$ cat config.mk
export PLATFORM = sky130hd
export DESIGN_NAME = gpc_311_4
export DESIGN_NICKNAME = d
export VERILOG_FILES = /design/src/rtl/gpc_pkg.sv /design/src/rtl/gpc311_4_core.sv /design/src/rtl/gpc_311_4.sv
export SDC_FILE = /design/constraint.sdc
export NUM_CORES = 1
export LEC_CHECK = 0
export CORE_AREA = 2 2 39 41
export CTS_CLUSTER_DIAMETER = 40
export DETAILED_ROUTE_END_ITERATION = 8
export DIE_AREA = 0 0 41 43
export SLEW_MARGIN = 20
export SYNTH_ARGS = -nofsm -noshare
export SYNTH_HDL_FRONTEND = slang
export SYNTH_SLANG_ARGS = --single-unit
$ cat constraint.sdc
create_clock -name clk -period 1.2 [get_ports clk]
set_input_delay 0.12 -clock clk [delete_from_list [all_inputs] [get_ports clk]]
set_output_delay 0.12 -clock clk [all_outputs]
set_load 0.03 [all_outputs]
$ cat src/rtl/gpc_pkg.sv
// Shared constants and helpers for the (3,1,1;4) generalized parallel counter.
// Column heights from weight 1 up, output width, and a 3-bit population count.
package gpc_pkg;

    localparam int COL0_H = 1;
    localparam int COL1_H = 1;
    localparam int COL2_H = 3;
    localparam int OUT_W  = 4;

    // Two-bit count of ones: bit 0 is the parity, bit 1 the majority.
    function automatic logic [1:0] popcount3(input logic [2:0] b);
        return {1'b0, b[0]} + {1'b0, b[1]} + {1'b0, b[2]};
    endfunction

endpackage

$ cat src/rtl/gpc311_4_core.sv
// Combinational (3,1,1;4) GPC core: columns are summed independently.
// Ports: src0 (w1), src1 (w2), src2[2:0] (w4) in; dst[3:0] binary sum out.
module gpc311_4_core
    import gpc_pkg::*;
(
    input  logic [COL0_H-1:0] src0,
    input  logic [COL1_H-1:0] src1,
    input  logic [COL2_H-1:0] src2,
    output logic [OUT_W-1:0]  dst
);

    // The weight-4 column never carries into lower bits, so its
    // popcount lands directly in dst[3:2].
    assign dst = {popcount3(src2), src1[0], src0[0]};

endmodule

$ cat src/rtl/gpc_311_4.sv
// Registered (3,1,1;4) GPC with optional input and output pipeline stages.
// Ports: clk, rst (sync, active-high), src0/src1/src2 in, dst[3:0] out.
module gpc_311_4
    import gpc_pkg::*;
#(
    parameter int IN_REG  = 0,
    parameter int OUT_REG = 1
) (
    input  logic              clk,
    input  logic              rst,
    input  logic [COL0_H-1:0] src0,
    input  logic [COL1_H-1:0] src1,
    input  logic [COL2_H-1:0] src2,
    output logic [OUT_W-1:0]  dst
);

    logic [COL0_H-1:0] c_src0;
    logic [COL1_H-1:0] c_src1;
    logic [COL2_H-1:0] c_src2;
    logic [OUT_W-1:0]  sum;

    generate
        if (IN_REG != 0) begin : g_in_reg
            always_ff @(posedge clk) begin
                if (rst) begin
                    c_src0 <= '0;
                    c_src1 <= '0;
                    c_src2 <= '0;
                end else begin
                    c_src0 <= src0;
                    c_src1 <= src1;
                    c_src2 <= src2;
                end
            end
        end else begin : g_in_wire
            assign c_src0 = src0;
            assign c_src1 = src1;
            assign c_src2 = src2;
        end
    endgenerate

    gpc311_4_core u_core (
        .src0 (c_src0),
        .src1 (c_src1),
        .src2 (c_src2),
        .dst  (sum)
    );

    generate
        if (OUT_REG != 0) begin : g_out_reg
            always_ff @(posedge clk) begin
                if (rst) dst <= '0;
                else     dst <= sum;
            end
        end else begin : g_out_wire
            assign dst = sum;
        end
    endgenerate

endmodule

-- Word-level counts from Yosys, hierarchy flattened
Index checks and enable logic that the tools add are counted.
- add/subtract/negate cells: 2
- operators with widths (kind ; number):
    adder 1 x 1 -> 2 bit ; 1
    adder 2 x 1 -> 2 bit ; 1
- output and inout bits: 4
- input port bits: 7
- register bits: 4

-- Depth between registers and ports, before layout
- depth after elaboration: 2
- depth in mapped cells: 2
- depth with buffers taken out: 2

-- Cells and area by module
Synthesis repeated with hierarchy kept, for this count alone.
- cell total of the unflattened synthesis: 11
- area, all modules: 140.1 µm²
- by module, submodules not included (module ; seq. area each (µm²) ; times used ; cells an instance ; area each (µm²)):
    gpc_311_4 ; 80.1 ; 1 ; 8 ; 105.1
    gpc311_4_core ; 0.0 ; 1 ; 3 ; 35.0

-- Least setup slack after synthesis
Ideal clock, no wire load.
- path kind: input-to-reg
- from: input src2[0]
- to: register dst[2]
- buffers on the path: 0
- cell stages on the path: 2
- slack: 0.399 ns
- arrival time: 0.687 ns
- cell sequence: fa_1 nor2b_1
- word-level cells in the longest chain between the ends: 2
- ends and longest elaborated chain (item ; RTL line ; source):
    from (decl) ; gpc_311_4.sv:13 ; input logic [COL2_H-1:0] src2,
    adder 1 x 1 -> 2 bit ; gpc_pkg.sv:12 ; return {1'b0, b[0]} + {1'b0, b[1]} + {1'b0, b[2]};
    adder 2 x 1 -> 2 bit ; gpc_pkg.sv:12 ;
    to (signal assigned) ; gpc_311_4.sv:53 ; else dst <= sum;
    to (decl) ; gpc_311_4.sv:14 ; output logic [OUT_W-1:0] dst
Every way passes these cells.
A chain may end at the register's enable or synchronous reset.

-- Final worst setup path
- from: register dst[2]
- to: output dst[2]
No word-level cell between the ends.

==> qor.txt <==
Status -> finished clean
Cell leakage power -> 0.114 nW
Top reg by flops -> dst
VDD IR max -> 0.000450 V
TritonRoute pass-1 iters -> 2
Grt total ovfl -> 0
Vias -> 103
Minimum setup slack after placement -> -81.6 ps
Crit path buf inv count -> 1
Critical Path Fanout Max -> 1
Worst path slowest cell -> dlygate4sd2_1
Num CTS Buffers -> 3
Multi-input gate area -> 45.0 um^2
Area Overhead vs Synth -> 110%
Delay-heaviest family, CP -> buffers and inverters
First-pass GRT wire length -> 393 um
Clock root buffer master -> clkbuf_4
Number of global-route vias before repair -> 101
Htree depth -> 1
Post-route minimum period -> 1050 ps
WP depth -> 1
Area of the core -> 0.00138 mm^2
CTS tree -> done
FF/Latch Area -> 80.1 um^2
Maxcap violations -> 0
Power Density -> 1430 mW/mm^2
Mapped Area -> 125 um^2
Hold Buf Count CTS -> 0
Row count -> 14
Fill cells -> 153
Final #Nets -> 32
Final Util -> 19.0%
Slew @ Worst Pin -> 312 ps
Crit Path Category -> register to output pin
Max FFs per register -> 4
Critical Path RT -> 1080 ps
Arr. time, crit path -> 930 ps
Initial core utilization -> 9.04%
Setup Viol. Count Final -> 0
Crit end category -> output pin
Post-Layout Cell Count -> 38
Top post-synthesis cells by area -> dfxtp_1 64%, nor2b_1 20%, fa_1 16%
Cells after DPL -> 35
Port Buffer Count -> 10
Final hold vios -> 0
Post-CTS setup buffer count -> 0
Hold WS -> 447 ps
Max Clk Rate -> 954 MHz
Die height -> 43 um
Share of the synthesized area in the top cell type -> 64.0%
Deepest clock path buffer count -> 2
Antenna violations before repair -> 0
Antenna Nets Post-Route -> 0
Max Slew Vio Count -> 0
Final Cycle Share -> 87.4%
Die width -> 41 um
Largest stage delay, worst path -> 400 ps
Worst setup margin -> 151 ps
Syn Inst Count -> 9
Clk sinks -> 4
Sequential area share after synthesis -> 64.0%
Share of cells above drive strength 1 -> 13.6%
Placer Congestion -> 0.517
CP startpoint kind -> register
RSZ-0062 raised after global routing -> false
Yosys warns -> 0
Largest net degree at the start of global routing -> 5
Relative slew slack -> 79.3%
Syn avg cell area -> 13.9 um^2
#FFs+latches synth -> 4
IO Count -> 11
CTS clk-pin slew, worst paths -> 40 ps
Worst hold path depth -> 2
WL per Instance -> 7.45 um
Crit-path cells -> dlygate4sd2_1
Worst Hold Class -> input port to register
Vias per cell -> 2.71
DRT Wirelength -> 283 um
Largest regs -> dst: 4 flops
Commonest non-fill, non-tap cell in the layout -> clkdlybuf4s50_1
Die area -> 0.00176 mm^2
Largest area contributor in the netlist -> dfxtp_1
Detailed Route Iter0 Violations -> 1
Antenna diodes -> 0
Post-synth cell types -> 3
Most frequent cells in the layout -> 6 x clkdlybuf4s50_1, 4 x nor2b_1, 4 x dfxtp_1, 4 x dlygate4sd2_1, 3 x clkbuf_4
DRC -> 0
Post-synthesis net count -> 17
GRT Util Overall -> 4.33%
[report_power, final]
part / internal (mW) / switching, mW
Sequential: 0.143 / 0.00179
Combinational: 0.0326 / 0.0312
Clock: 0.112 / 0.0551
Total: 0.288 / 0.0880
[Yosys cell counts (all sizes together)]
library cell  number
nor2b              4
fa                 1
dfxtp              4
[kinds of logic after synthesis]
family / synth area share [%]
simple gates: 20.0
fa+ha+maj: 16.0
flops: 64.0
[repair_timing]
action | CTS | global route
setup endpoints to repair | 4 | 0
endpoints found under the hold margin | 0 | 0
resized for setup | 4 | 0
[per-layer routing]
layer | vias to the layer above | wire [um] | share of wire [%] | global-route usage (%)
li1 | 53 | - | - | -
met1 | 39 | 120 | 42 | 4.22
met2 | 11 | 101 | 36 | 3.44
met3 | 0 | 60 | 21 | 5.24
met4 | 0 | 0 | 0 | 6.00
met5 | - | 0 | 0 | 0
[final cells by class]
cell class | instances | share of cell area, %
tap | 16 | 7.62
clock buffer | 3 | 8.57
timing repair buffer | 10 | 36.2
multi-input combinational | 5 | 17.1
sequential | 4 | 30.5
[path summary, 6_finish.rpt]
path                              start                 to
worst min-delay path               src0  dst[0]$_SDFF_PP0_
worst max-delay path  dst[2]$_SDFF_PP0_             dst[2]
[per-stage QoR]
stage,area (um^2),TNS [ps],power [mW]
detailed placement,245,-103,0.218
floorplan,125,0,0.175
global placement,245,-72.7,0.216
global route,263,0,0.398
CTS,263,0,0.389
finish,263,0,0.376
No activity file was read; power rests on OpenSTA's default activity.
